<file path="src/rtl/gf180mcu_fd_sc_mcu9t5v0__dlymeas_pkg.sv">
// rtl/gf180mcu_fd_sc_mcu9t5v0__dlymeas_pkg.sv - shared state encoding and defaults for the delay-measurement controller
package gf180mcu_fd_sc_mcu9t5v0__dlymeas_pkg;

    localparam int CNT_W_DEF       = 8;
    localparam int SYNC_STAGES_DEF = 2;

    // S_ prefix keeps the DONE state distinct from the DONE port
    typedef enum logic [2:0] {
        S_IDLE,
        S_ARM,
        S_RISE,
        S_FALL,
        S_DONE
    } state_t;

endpackage

</file>
<file path="src/rtl/gf180mcu_fd_sc_mcu9t5v0__dlymeas_sync.sv">
// rtl/gf180mcu_fd_sc_mcu9t5v0__dlymeas_sync.sv - flop-chain synchronizer for the returning chain edge
module gf180mcu_fd_sc_mcu9t5v0__dlymeas_sync
    import gf180mcu_fd_sc_mcu9t5v0__dlymeas_pkg::*;
#(
    parameter int SYNC_STAGES = SYNC_STAGES_DEF
) (
    input  logic CLK,
    input  logic RN,
    input  logic D,
    output logic Q
);

    logic [SYNC_STAGES-1:0] r_sync;

    always_ff @(posedge CLK) begin
        if (!RN) begin
            r_sync <= '0;
        end else begin
            r_sync <= {r_sync[SYNC_STAGES-2:0], D};
        end
    end

    assign Q = r_sync[SYNC_STAGES-1];

endmodule

</file>
<file path="src/rtl/gf180mcu_fd_sc_mcu9t5v0__dlymeas.sv">
// rtl/gf180mcu_fd_sc_mcu9t5v0__dlymeas.sv - launch/capture FSM with saturating round-trip cycle counter
module gf180mcu_fd_sc_mcu9t5v0__dlymeas
    import gf180mcu_fd_sc_mcu9t5v0__dlymeas_pkg::*;
#(
    parameter int CNT_W       = CNT_W_DEF,
    parameter int SYNC_STAGES = SYNC_STAGES_DEF
) (
    input  logic             CLK,
    input  logic             RN,
    input  logic             START,
    input  logic             RET,
    output logic             LAUNCH,
    output logic             BUSY,
    output logic             DONE,
    output logic             TIMEOUT,
    output logic [CNT_W-1:0] COUNT
);

    localparam logic [CNT_W-1:0] CNT_MAX = '1;
    localparam logic [CNT_W-1:0] CNT_ONE = {{(CNT_W-1){1'b0}}, 1'b1};

    state_t           r_state;
    logic [CNT_W-1:0] r_cnt;
    logic [CNT_W-1:0] r_count;
    logic             r_launch;
    logic             r_busy;
    logic             r_done;
    logic             r_timeout;
    logic             w_rs;
    logic [CNT_W-1:0] w_cnt_inc;
    logic             w_cnt_hit;

    gf180mcu_fd_sc_mcu9t5v0__dlymeas_sync #(
        .SYNC_STAGES (SYNC_STAGES)
    ) u_ret_sync (
        .CLK (CLK),
        .RN  (RN),
        .D   (RET),
        .Q   (w_rs)
    );

    // Timeout fires on the increment that lands on all-ones, so the counter never wraps
    assign w_cnt_inc = (r_cnt == CNT_MAX) ? CNT_MAX : r_cnt + CNT_ONE;
    assign w_cnt_hit = (w_cnt_inc == CNT_MAX);

    always_ff @(posedge CLK) begin
        if (!RN) begin
            r_state   <= S_IDLE;
            r_cnt     <= '0;
            r_count   <= '0;
            r_launch  <= 1'b0;
            r_busy    <= 1'b0;
            r_done    <= 1'b0;
            r_timeout <= 1'b0;
        end else begin
            r_done <= 1'b0;
            case (r_state)
                S_IDLE: begin
                    if (START) begin
                        r_cnt     <= '0;
                        r_count   <= '0;
                        r_timeout <= 1'b0;
                        r_busy    <= 1'b1;
                        r_state   <= S_ARM;
                    end
                end
                S_ARM: begin
                    if (!w_rs) begin
                        r_cnt    <= '0;
                        r_launch <= 1'b1;
                        r_state  <= S_RISE;
                    end else begin
                        r_cnt <= w_cnt_inc;
                        if (w_cnt_hit) begin
                            r_timeout <= 1'b1;
                            r_state   <= S_FALL;
                        end
                    end
                end
                S_RISE: begin
                    if (w_rs) begin
                        r_count  <= r_cnt;
                        r_launch <= 1'b0;
                        r_state  <= S_FALL;
                    end else begin
                        r_cnt <= w_cnt_inc;
                        if (w_cnt_hit) begin
                            r_count   <= CNT_MAX;
                            r_timeout <= 1'b1;
                            r_launch  <= 1'b0;
                            r_state   <= S_FALL;
                        end
                    end
                end
                // Chain must drain before reuse; a stuck-high chain parks here until reset
                S_FALL: begin
                    if (!w_rs) begin
                        r_done  <= 1'b1;
                        r_state <= S_DONE;
                    end
                end
                S_DONE: begin
                    r_busy  <= 1'b0;
                    r_state <= S_IDLE;
                end
                default: begin
                    r_state <= S_IDLE;
                end
            endcase
        end
    end

    assign LAUNCH  = r_launch;
    assign BUSY    = r_busy;
    assign DONE    = r_done;
    assign TIMEOUT = r_timeout;
    assign COUNT   = r_count;

endmodule

</file>
<file path="config.mk">
export PLATFORM = sky130hd
export DESIGN_NAME = gf180mcu_fd_sc_mcu9t5v0__dlymeas
export DESIGN_NICKNAME = d
export VERILOG_FILES = /design/src/rtl/gf180mcu_fd_sc_mcu9t5v0__dlymeas_pkg.sv /design/src/rtl/gf180mcu_fd_sc_mcu9t5v0__dlymeas_sync.sv /design/src/rtl/gf180mcu_fd_sc_mcu9t5v0__dlymeas.sv
export SDC_FILE = /design/constraint.sdc
export NUM_CORES = 1
export LEC_CHECK = 0
export CAP_MARGIN = 40
export CORE_MARGIN = 8
export CORE_UTILIZATION = 40
export CTS_CLUSTER_SIZE = 40
export DETAILED_ROUTE_END_ITERATION = 10
export DONT_BUFFER_PORTS = 1
export SKIP_LAST_GASP = 1
export SYNTH_ARGS = -nofsm -noshare
export SYNTH_HDL_FRONTEND = slang
export SYNTH_SLANG_ARGS = --single-unit
export TNS_END_PERCENT = 5
</file>
<file path="constraint.sdc">
create_clock -name CLK -period 1.92 [get_ports CLK]
set_clock_uncertainty 0.05 [all_clocks]
set_input_delay 0.288 -clock CLK [delete_from_list [all_inputs] [get_ports CLK]]
set_output_delay 0.288 -clock CLK [all_outputs]
set_load 0.01 [all_outputs]
</file>
# Word level (Yosys, flattened, before mapping)
# Cells that the tools add are included.
[classes]
eq_ne = 12
n_mux = 26
reduce_logical = 12
n_addsub = 1
[ops]
columns = ["cell", "n"]
rows = [
  ["$mux W8", 6],
  ["$pmux W8 S3", 1],
  ["$eq A8 B8 Y1 const B", 2],
  ["$pmux W8 S2", 1],
  ["$mux W3", 5],
  ["$pmux W3 S4", 1],
  ["$mux W1", 9],
  ["$reduce_and A3 Y1", 3],
  ["$add A8 B1 Y8 const B", 1],
  ["$ne A2 B2 Y1 const B", 4],
  ["$eq A3 B2 Y1 const B", 2],
  ["$reduce_and A2 Y1", 3],
  ["$reduce_bool A2 Y1", 3],
  ["$pmux W1 S2", 2],
  ["$reduce_and A4 Y1", 1],
  ["$eq A3 B1 Y1 const B", 1],
  ["$eq A3 B3 Y1 const B", 1],
  ["$logic_not A3 Y1", 1],
  ["$ne A3 B2 Y1 const B", 1],
  ["$pmux W1 S3", 1],
  ["$reduce_bool A3 Y1", 1],
  ["$ne A2 B1 Y1 const B", 1],
]
[totals]
output_inout_bits = 12
regBits = 25
word_cells = 59

# Logic depth before layout (Yosys ltp)
[logic_depth]
depth_word = 6
depth_mapped = 6
ltp_nobuf = 5

# Modules after synthesis
# From an unflattened synthesis, not the netlist that was laid out.
[hier_totals]
hier_cells = 158
hier_area_um2 = 1296.2
[modules_own_cells]
columns = ["mod", "cells_per_inst", "area_per_inst_um2", "instances", "seq_area_each_um2"]
rows = [
  ["gf180mcu_fd_sc_mcu9t5v0__dlymeas", 154, 1243.7, 1, 460.4],
  ["gf180mcu_fd_sc_mcu9t5v0__dlymeas_sync", 4, 52.6, 1, 40.0],
]

# Worst setup path after synthesis
# No wires, ideal clock.
[synth_path]
path_kind = "reg2reg"
start = "register r_cnt[0]"
end = "register r_count[0] (netlist: COUNT[0])"
required_ps = 1798
stages_incl_launch_ff = 6
synth_period_minus_slack_ps = 1589
arrival_ps = 1467
setup_slack_ps = 331
path_buffers = 0
path_cell_list = "dfxtp_1 > ha_1 > o211ai_1 > a211oi_4 > a31oi_4 > mux2i_1"
[synth_via]
elab_chain_cells = 5
[synth_rtl]
columns = ["element", "line_no", "rtl"]
rows = [
  ["from (decl)", "gf180mcu_fd_sc_mcu9t5v0__dlymeas.sv:23", "logic [CNT_W-1:0] r_cnt;"],
  ["from (signal assigned)", "gf180mcu_fd_sc_mcu9t5v0__dlymeas.sv:73", "r_cnt <= w_cnt_inc;"],
  ["from (signal assigned)", "gf180mcu_fd_sc_mcu9t5v0__dlymeas.sv:86", "r_cnt <= w_cnt_inc;"],
  ["$add A8 B1 Y8 or $eq A8 B8 Y1 (tied branches)", "gf180mcu_fd_sc_mcu9t5v0__dlymeas.sv:43", "assign w_cnt_inc = (r_cnt == CNT_MAX) ? CNT_MAX : r_cnt + CNT_ONE;"],
  ["$mux W8", "gf180mcu_fd_sc_mcu9t5v0__dlymeas.sv:43", ""],
  ["$eq A8 B8 Y1", "gf180mcu_fd_sc_mcu9t5v0__dlymeas.sv:44", "assign w_cnt_hit = (w_cnt_inc == CNT_MAX);"],
  ["$ne A3 B2 Y1 (no line)", "--", ""],
  ["$reduce_and A3 Y1 (no line)", "--", ""],
  ["to (signal assigned)", "gf180mcu_fd_sc_mcu9t5v0__dlymeas.sv:82", "r_count <= r_cnt;"],
  ["to (decl)", "gf180mcu_fd_sc_mcu9t5v0__dlymeas.sv:24", "logic [CNT_W-1:0] r_count;"],
]
# Several ways; a longest one is shown, not always the timed one.
# A chain may end at the register's enable or synchronous reset.

# Worst setup path after layout
[layout_path]
start = "register r_cnt[0]"
end = "register r_count[4] (netlist: COUNT[4])"
[layout_via]
elab_chain_cells = 5
[layout_rtl]
columns = ["element", "line_no"]
rows = [
  ["$add A8 B1 Y8 or $eq A8 B8 Y1 (tied branches)", "gf180mcu_fd_sc_mcu9t5v0__dlymeas.sv:43"],
  ["$mux W8 (*)", "gf180mcu_fd_sc_mcu9t5v0__dlymeas.sv:43"],
  ["$eq A8 B8 Y1 (*)", "gf180mcu_fd_sc_mcu9t5v0__dlymeas.sv:44"],
  ["$ne A3 B2 Y1 (no line) (*)", "--"],
  ["$reduce_and A3 Y1 (no line) (*)", "--"],
]
# Every way passes the cells marked *; elsewhere a longest branch is shown, timed or not.

==> out/metrics.yaml <==
worst_setup_path:
  r2r_setup_slack_ns: 0.18
  path_depth: 5
  worstRegToRegCells: 5
  start_kind: "flip-flop"
  cpMaxStageDelayCell: "dfxtp_1"
  critPathKind: "reg2reg"
  cp.buffers_inverters: 0
  crit_path_end: "COUNT[4]"
  crit_chain: "ha_2, nand2_1, a211oi_4, a31oi_4, mux2i_1"
  crit_family: "compound AO/OA/AOI/OAI gates"
  r2r_end: "COUNT[4]"
  slowest_delay_ns: 0.43
  crit_required_ns: 2.07
  r2r_start: "r_cnt[0]"
  arrival_ns: 1.89
  startpoint: "r_cnt[0]"
  crit_fanout: 8
  cp-end-kind: "flip-flop"
synth:
  synth_adder_area_share_pct: 1.02
  yosysSeqAreaShare_pct: 41.0
  synthCells: 141
  synth-warning-count: 0
  synth_top_family_by_area: "simple AND/OR/NAND/NOR gates"
  synth-simple-area-share_pct: 24.9
  synth_nets: 146
  ys_ff_latch: 25
  syn_area_mm2: 0.00122
  synthMuxAreaShare_pct: 6.56
  synth_compound_area_share_pct: 22.8
  yosys.area.top_type: "dfxtp_1"
  ys.flop_type: "dfxtp_1"
  synth-xor-area-share_pct: 0
  syn_area_per_cell_um2: 8.66
  synth_edf_count: 0
  yosys-top-cells-area: "dfxtp_1 41%, mux2i_1 6.6%, o21ai_0 5.3%, nand2_1 4.9%, a21oi_1 4.1%"
  synthDistinctLibCells: 44
  synthArstFlopShare_pct: 0
  synth_top_area_share_pct: 41.0
die:
  dieArea_mm2: 0.00508
  start_util_pct: 41.0
  die_x_um: 71.3
  die_h_um: 71.3
  coreArea_mm2: 0.00298
  ioPinCount: 16
  rows: 20
drt:
  via_per_inst: 5.78
  routed_wirelength_um: 2640
  dr.first_iter.drc_count: 44
  wl_per_cell_um: 14.9
  drc: 0
  num_vias: 1023
  drtAntennaViolNets: 0
  firstDrtPassIters: 4
cells_and_area:
  synthToLayoutAreaGrowth_pct: 5.74
  multi_input_area_um2: 678
  final-seq-area_um2: 500
  fin_area_mm2: 0.00129
  fillers: 289
  fin_util_pct: 43.4
  drive_above_1_share_pct: 11.8
  final_nets: 150
  instances_no_fill: 177
  diodes: 0
sta:
  report.final.slew_viol_count: 0
  setup_tns_ns: 0
  finalSetupViolCount: 0
  clock.fmax_mhz: 575
  slew_headroom_pct: 68.9
  grt_setup_unrepaired: "no"
  period_share_pct: 90.5
  fin_crit_ns: 1.74
  tightest_slew_ns: 0.463
  hold_viol: 0
cts:
  cts-root-buf: "clkbuf_4"
  clk_path_buf_depth: 2
  cts_buffers: 3
  clk_latency_ns: 0.31
  clock_sinks: 25
  cts_tree: "done"
  htree_num_levels: 1
  clk_pin_slew_worst_paths_ns: 0.13
flow_run:
  drv_cap: 0
grt:
  grt_pass1_wl_um: 4660
  grt_overflow: 0
  antenna_found_initial: 0
  grt_pass1_vias: 997
  grt_max_degree: 17
  track_usage_pct: 11.0
place:
  dp_hpwl_um: 1920
  place_area_mm2: 0.00125
  place_inst: 172
  place_congestion: 0.802
  io_buffers: 0
pwr:
  p_leak_uw: 0.000436
  ir_drop_mv: 0.232
  power.density_mw_per_mm2: 775
  power.total_uw: 1000
hold_path:
  worst_hold_path_type: "in2reg"
status:
  status: "finished clean"
[cell usage after synthesis, types with 2 or more instances]
master     n
nor3_1     7
nor3b_1    2
or2_2      2
o21ai_0   13
a41oi_1    2
mux2i_1    8
buf_2      3
nand2b_1   2
nand2_1   16
a21oi_1   10
a31oi_1    2
nor2_1    13
and2_1     2
inv_1      4
o22ai_1    2
dfxtp_1   25
[placed cells by master (no fill, tap or decap), drive strengths merged, types with 2 or more instances in the layout]
master  synthesis  layout
a211oi          2       2
a21oi          11      11
a31oi           3       3
a41oi           2       2
and2            2       2
buf             4       4
clkbuf          1       4
dfxtp          25      25
inv             4       4
mux2i           8       8
nand2          17      17
nand2b          3       3
nand3           2       2
nor2           13      13
nor3            8       8
nor3b           2       2
o21ai          13      13
o22ai           2       2
or2             2       2
[cells by family (layout without fill, tap and decap cells)]
group | after synthesis | in the layout
and+or+nand+nor | 57 | 57
DFF | 25 | 25
adders and majority gates | 1 | 1
buffers and inverters | 9 | 12
AOI/OAI and AO/OA | 41 | 41
muxes | 8 | 8
[metrics by stage]
stage | setup slack, ns | hold WS (ns)
after global placement | 0.241 | 0.367
after detailed placement | 0.160 | 0.367
after global routing | 0.0459 | 0.0181
final | 0.182 | 0.0318
after floorplan | 0.331 | 0.362
after CTS | 0.141 | 0.0265
[sequential cells by signal (all words and copies together), names as in the netlist]
signal	count
u_ret_sync.r_sync	2
r_state	3
TIMEOUT	1
COUNT	8
BUSY	1
DONE	1
r_cnt	8
LAUNCH	1
[per-layer routing]
layer  GRT usage (%)  vias to the layer above  wire length [um]
li1                -                      514                 -
met1            14.1                      475              1250
met2            17.0                       30              1170
met3            3.21                        4               180
met4            3.70                        0                27
met5               0                        -                 0
[timing repair]
| item | CTS | global route |
|---|---|---|
| setup endpoints to repair | 0 | 8 |
| setup buffers | 0 | 1 |
| hold buffers | 0 | 0 |
| resized for setup | 0 | 1 |
[report_power, final]
group / internal (uW) / switching [uW] / leakage (uW) / total [uW]
clock network: 81.1 / 153 / 0.0000150 / 234
logic: 81.4 / 102 / 0.000218 / 184
registers: 544 / 38.0 / 0.000203 / 582
[worst min path at each step]
| stage | start | to | slack (ns) | cells past startpoint |
|---|---|---|---|---|
| after detailed placement | RN | u_ret_sync.r_sync[0] | 0.37 | 1 |
| after CTS | RN | TIMEOUT | 0.03 | 2 |
| after floorplan | u_ret_sync.r_sync[0] | u_ret_sync.r_sync[1] | 0.36 | 1 |
| final | RN | TIMEOUT | 0.03 | 2 |
| after global routing | RN | TIMEOUT | 0.02 | 2 |
| after global placement | RN | u_ret_sync.r_sync[1] | 0.37 | 1 |
[cell type report]
| type | count | share of cell area [%] |
|---|---|---|
| multi-input cells | 107 | 52.5 |
| flip-flops and latches | 25 | 38.8 |
| well taps | 33 | 3.20 |
| repair buffers | 4 | 2.33 |
| clock buffers | 4 | 2.03 |
| inverters | 4 | 1.16 |
[worst reg2reg max path, cell delays in order (launching register included)]
cell,delay [ns]
dfxtp_1,0.43
ha_2,0.28
nand2_1,0.12
a211oi_4,0.36
a31oi_4,0.22
mux2i_1,0.17
Power figures use the tool's default switching activity.
